`config.mk`:
```
export PLATFORM = sky130hd
export DESIGN_NAME = bfis_expand_sched
export DESIGN_NICKNAME = d
export VERILOG_FILES = /design/src/rtl/bfis_expand_sched.sv
export SDC_FILE = /design/constraint.sdc
export NUM_CORES = 1
export LEC_CHECK = 0
export ABC_AREA = 0
export CAP_MARGIN = 20
export CORE_MARGIN = 2
export CORE_UTILIZATION = 51
export CTS_BUF_LIST = sky130_fd_sc_hd__clkbuf_16
export CTS_CLUSTER_SIZE = 10
export DETAILED_ROUTE_END_ITERATION = 10
export PLACE_DENSITY = 0.88
export SYNTH_ARGS = -nofsm -noshare
export SYNTH_HDL_FRONTEND = slang
export SYNTH_SLANG_ARGS = --single-unit
```
`constraint.sdc`:
```
create_clock -name clk_in -period 10.65 [get_ports clk_in]
set_clock_uncertainty 0.1 [all_clocks]
set_input_delay 3.195 -clock clk_in [delete_from_list [all_inputs] [get_ports clk_in]]
set_output_delay 3.195 -clock clk_in [all_outputs]
set_load 0.03 [all_outputs]
```
`src/rtl/bfis_expand_sched.sv`:
```
// Expansion sequencer for bfis: fetches a vertex's adjacency list and streams its neighbours to the core, then waits for the next expansion.
// Latency 2*MEM_LATENCY+deg+2 cycles per expansion; the neighbour stream has no backpressure, and the core paces the search via expand_valid_in.
module bfis_expand_sched #(
  parameter int          MAX_DEG     = 8,
  parameter int          MEM_LATENCY = 2,
  parameter int          MAX_HOPS    = 64,
  parameter logic [31:0] LIST_BASE   = 32'd0
) (
  input  logic        clk_in,
  input  logic        rst_in,
  input  logic        start_in,
  input  logic [31:0] entry_in,
  output logic        busy_out,
  output logic        done_out,
  output logic        limit_hit_out,
  output logic [15:0] hops_out,
  output logic [31:0] mem_addr_out,
  output logic        mem_ren_out,
  input  logic [31:0] mem_data_in,
  output logic [31:0] vertex_out,
  output logic [31:0] vertex_addr_out,
  output logic        vertex_valid_out,
  output logic        expand_ready_out,
  input  logic        expand_valid_in,
  input  logic [31:0] expand_id_in,
  input  logic        converged_in
);

  localparam int DW = (MAX_DEG > 1) ? $clog2(MAX_DEG + 1) : 1;
  localparam int CW = (MEM_LATENCY > 1) ? $clog2(MEM_LATENCY) : 1;
  localparam logic [CW-1:0] HDR_LAST = CW'(MEM_LATENCY - 1);
  localparam logic [DW-1:0] DEG_MAX  = DW'(MAX_DEG);
  localparam logic [31:0]   STRIDE   = 32'(MAX_DEG + 1);

  typedef enum logic [2:0] {
    S_IDLE,
    S_HDR,
    S_WAIT_HDR,
    S_STREAM,
    S_DRAIN,
    S_NEXT,
    S_DONE
  } state_t;

  state_t                 state, state_nxt;
  logic [31:0]            cur_id;
  logic [DW-1:0]          deg;
  logic [DW-1:0]          idx;
  logic [CW-1:0]          wcnt;
  logic [MEM_LATENCY-1:0] rd_sr;
  logic [MEM_LATENCY:0]   rd_sr_cat;
  logic [15:0]            hops;
  logic                   limit_hit;

  logic [31:0]   base;
  logic [DW-1:0] hdr_deg;
  logic          hdr_cap;
  logic          issue;
  logic          inc_hops;
  logic          set_limit;
  logic          load_next;
  logic          emit;

  // Address arithmetic deliberately truncates to 32 bits.
  assign base    = LIST_BASE + cur_id * STRIDE;
  assign hdr_deg = (mem_data_in > 32'(MAX_DEG)) ? DEG_MAX : mem_data_in[DW-1:0];
  assign emit    = rd_sr[MEM_LATENCY-1];

  always_ff @(posedge clk_in or negedge rst_in) begin
    if (!rst_in) state <= S_IDLE;
    else         state <= state_nxt;
  end

  always_comb begin
    state_nxt        = state;
    mem_ren_out      = 1'b0;
    mem_addr_out     = 32'd0;
    expand_ready_out = 1'b0;
    done_out         = 1'b0;
    hdr_cap          = 1'b0;
    issue            = 1'b0;
    inc_hops         = 1'b0;
    set_limit        = 1'b0;
    load_next        = 1'b0;
    case (state)
      S_IDLE: begin
        if (start_in) state_nxt = S_HDR;
      end
      S_HDR: begin
        mem_ren_out  = 1'b1;
        mem_addr_out = base;
        state_nxt    = S_WAIT_HDR;
      end
      S_WAIT_HDR: begin
        if (wcnt == HDR_LAST) begin
          hdr_cap = 1'b1;
          if (hdr_deg == '0) begin
            inc_hops  = 1'b1;
            state_nxt = S_NEXT;
          end else begin
            state_nxt = S_STREAM;
          end
        end
      end
      S_STREAM: begin
        mem_ren_out  = 1'b1;
        mem_addr_out = base + 32'(idx);
        issue        = 1'b1;
        if (idx == deg) state_nxt = S_DRAIN;
      end
      S_DRAIN: begin
        if (rd_sr == '0) begin
          inc_hops  = 1'b1;
          state_nxt = S_NEXT;
        end
      end
      S_NEXT: begin
        if (hops == 16'(MAX_HOPS)) begin
          set_limit = 1'b1;
          state_nxt = S_DONE;
        end else begin
          expand_ready_out = 1'b1;
          // Convergence takes priority over a simultaneous expansion offer.
          if (converged_in) begin
            state_nxt = S_DONE;
          end else if (expand_valid_in) begin
            load_next = 1'b1;
            state_nxt = S_HDR;
          end
        end
      end
      S_DONE: begin
        done_out  = 1'b1;
        state_nxt = S_IDLE;
      end
      default: state_nxt = S_IDLE;
    endcase
  end

  assign rd_sr_cat = {rd_sr, issue};

  always_ff @(posedge clk_in or negedge rst_in) begin
    if (!rst_in) begin
      cur_id    <= 32'd0;
      deg       <= '0;
      idx       <= '0;
      wcnt      <= '0;
      rd_sr     <= '0;
      hops      <= 16'd0;
      limit_hit <= 1'b0;
    end else begin
      rd_sr <= rd_sr_cat[MEM_LATENCY-1:0];
      if (state == S_IDLE && start_in) begin
        cur_id    <= entry_in;
        hops      <= 16'd0;
        limit_hit <= 1'b0;
      end
      if (load_next) cur_id <= expand_id_in;
      if (state == S_HDR) wcnt <= '0;
      else if (state == S_WAIT_HDR) wcnt <= wcnt + 1'b1;
      if (hdr_cap) begin
        deg <= hdr_deg;
        idx <= DW'(1);
      end else if (issue) begin
        idx <= idx + 1'b1;
      end
      if (inc_hops)  hops      <= hops + 16'd1;
      if (set_limit) limit_hit <= 1'b1;
    end
  end

  assign busy_out         = (state != S_IDLE);
  assign limit_hit_out    = limit_hit;
  assign hops_out         = hops;
  assign vertex_valid_out = emit;
  assign vertex_out       = emit ? mem_data_in : 32'd0;
  assign vertex_addr_out  = emit ? cur_id : 32'd0;

endmodule

```
==> results.md <==
- Slew Viols, Final: 0
- RePlAce Congestion: 0.919
- Cell Count, Final, Fillers Out: about 1.2k
- Total core area: 12,700 µm²
- HP Start: rd_sr[0]
- Critical path data required time: between 7 and 8 ns
- Count of flip-flops with a built-in enable after synthesis: 0
- Total of flip-flops plus latches after synthesis: 63
- Post-route setup slack: between 2 and 2.5 ns
- Share of total power in combinational logic: around four fifths
- First-pass detailed-route iteration total: 5
- Data arrival time of the worst path: 5.34 ns
- RSZ-0062 raised after global routing: false
- Share of Yosys cell area claimed by the top area cell type: 23.6%
- First-pass GRT wire length: about 34 mm
- Number of gates resized after CTS: 0
- Cell Area, Synth: 6690 µm²
- Residual overflow from global routing: 0
- Top fanout value on the critical path: 5
- HP Class: reg2reg
- Count of buffers from port buffering: around 220
- Cell type with the largest total area after synthesis: dfrtp_1
- Number of levels the H-tree was split into: 3
- Routed WL per cell: 16.4 µm
- Switching Power: about 1.9 mW
- Worst reg2reg path endpoint: hops_out[15]
- Hold Worst Slack: about 0.32 ns
- Unique masters post-synth: between 70 and 80
- Total placed cells including tap cells: roughly 1.2k
- Clock tree root buffer cell: clkbuf_16
- Sequential group share of total power: roughly an eighth
- Antenna violations before repair: 0
- Post-detailed-route DRC marker count: 0
- P_leak: between 3 and 4 nW
- Worst slew slack as a fraction of its limit: between 20 and 30%
- Antenna Violating Nets Remaining: 0
- TritonCTS clock tree: done
- Post-detailed-placement cell area: between 8000 and 9000 µm²
- Top cells by area, synth: dfrtp_1 24%, ha_1 12%, nand2_1 7.4%, and2_1 6.7%, nor2_1 5.1%
- Vertical extent of the die: about 120 µm
- Post-Synthesis Mean Instance Area: 7.58 µm²
- Clk_lat worst skew: between 0.3 and 0.4 ns
- Overall track demand over capacity in global routing: between 20 and 30%
- Count of synthesis-stage warnings from yosys: 0
- Ys flop type: dfrtp_1
- Starting density of the core: 52.6%
- Depth of the most critical reg-to-reg path: 7
- Sequential fraction of the synthesis area: around a quarter
- Post-DP HPWL: around 16 mm
- Category of the worst setup path launch point: flop
- Leading post-synthesis cells by instance count: 132 x nand2_1, 90 x nor2_1, 72 x and2_1, 63 x dfrtp_1, 62 x ha_1
- End-of-flow core utilization: 72.5%
- Critical setup path kind: reg2out
- Total negative slack for setup checks: 0 ns
- Post-layout instance area: 9220 µm²
- FFs w/ async S/R, synth: between 90% and 100%
- Hold path cells: 0
- Power after layout: about 3.4 mW
- Sink Count: 63
- Post-CTS Hold Fix Bufs: 0
- Post-Place Setup Slack: 2.40 ns
- Launch instance of the worst register-to-register path: state[2]
- Clock-pin transition on the worst setup and hold timing paths: ~0.050 ns
- Transition time of the tightest slew-check pin: ~1.1 ns
- Critical path capture point type: output port
- Area grow syn2layout: 37.8%
- Die ar.: approximately 14,000 µm²
- Cell with the most instances after synthesis: nand2_1
- Hold Violations, Final: 0
- Number of buffers added by the clock tree synthesis step: 9
- Switching share of total power: 54.0%
- Hold endpoint: rd_sr[1]
- Via count of the first global-routing pass: 6,811
- # IOs: 219
- Maximum VDD drop: 0.155 mV
- Setup slack of the worst register-to-register path: slightly below 8 ns
- Peak Freq: approximately 120 MHz
- Nets@finish: around 1.2k
- Post-Synthesis Net Count: around 1.0k
- Internal power: around 1.6 mW
- Initial DRC Count: roughly 570
- Die Span X: between 100 and 150 µm
- Post-route minimum period: ~8.6 ns
- # rows: a little over 40
- Part of the power in the clock network: slightly above 8%
- Outcome: finished clean
- Power density cells: 374 nW/µm²
- Maximum number of pins on one net before global-route repair: 68
- Part of the cycle the worst path needs: between 80% and 90%
- Gate Count Post-Synth: between 800 and 900
- Post-detailed-route via-to-cell ratio: roughly 5.8
- Detailed-route wire length: 20.5 mm
- Layout cells sized above 1: under 10%
- Maximum Capacitance Violations: 0
- Number of failing setup endpoints in the final timing report: 0
- Maximum buffer depth of the clock tree: 2
- Post-CTS Setup Repair Bufs: 0
- # diodes: 0
- Via Count: slightly above 7k
## worst max-delay path: stages (launching register included)
cell and delay [ns]:
dfrtp_1 0.43, ha_1 0.30, ha_1 0.26, fa_1 0.46, a211oi_2 0.41, o31ai_4 0.15, a21oi_1 0.26, xnor2_1 0.26
nand3b_1 0.17, or4b_4 0.54, or4_4 0.52, or4_1 0.42, a21oi_1 0.16, clkdlybuf4s50_1 0.68
## area by class of cell
| type | instances | area (µm²) |
|---|---|---|
| clock buffer | 9 | 225 |
| clock inverter | 7 | 55.1 |
| fill | 1025 | 3500 |
| inverter | 18 | 67.6 |
| multi-input combinational | 754 | 4850 |
| sequential | 63 | 1580 |
| tap | 172 | 215 |
| timing repair buffer | 225 | 2230 |
## kinds of logic after synthesis
family / after synthesis / synth area share (%)
AOI/OAI and AO/OA: 206 / 20.5
xor gates and xnor gates: 50 / 6.55
buffers and inverters: 66 / 3.98
and+or+nand+nor: 424 / 31.7
muxes: 10 / 1.53
DFF: 63 / 23.6
adders and majority gates: 64 / 12.2
## state kept, by name, indices dropped and copies added (netlist names)
signal         flops
rd_sr              2
idx                4
state              3
deg                4
wcnt               1
cur_id            32
limit_hit_out      1
hops_out          16
## worst max-delay path by stage
stage | start | end | slack, ns | cells past startpoint
2_1_floorplan | cur_id[4] | mem_addr_out[29] | 3.00 | 12
3_3_place_gp | cur_id[1] | mem_addr_out[29] | 2.51 | 13
3_5_place_dp | cur_id[1] | mem_addr_out[29] | 2.40 | 13
4_1_cts | cur_id[1] | mem_addr_out[29] | 2.03 | 13
5_1_grt | cur_id[1] | mem_addr_out[31] | 1.71 | 13
6_report | cur_id[1] | mem_addr_out[29] | 2.02 | 13
## metal layers
layer | up-vias | wire, µm | global-route usage [%]
li1 | 3554 | - | -
met2 | 299 | 9520 | 46.9
met4 | 0 | 420 | 7.89
met1 | 3348 | 9090 | 39.5
met5 | - | 0 | 0
met3 | 33 | 1450 | 5.65
## power by group through the flow
stage	clock network, mW	registers (mW)	logic, mW
floorplan	0	0.400	1.98
global placement	0	0.429	2.65
detailed placement	0	0.433	2.69
CTS	0.283	0.430	2.71
global route	0.296	0.446	2.99
finish	0.279	0.432	2.73
## cells in the final DEF, fill, tap and decap left out, types with 33 or more instances in the layout
cell type	n
a21oi_1	37
a31oi_1	39
and2_1	72
clkdlybuf4s50_1	217
dfrtp_1	63
ha_1	62
nand2_1	132
nor2_1	90
o21ai_0	51
xnor2_1	33
(Power assumes the default switching activity.)
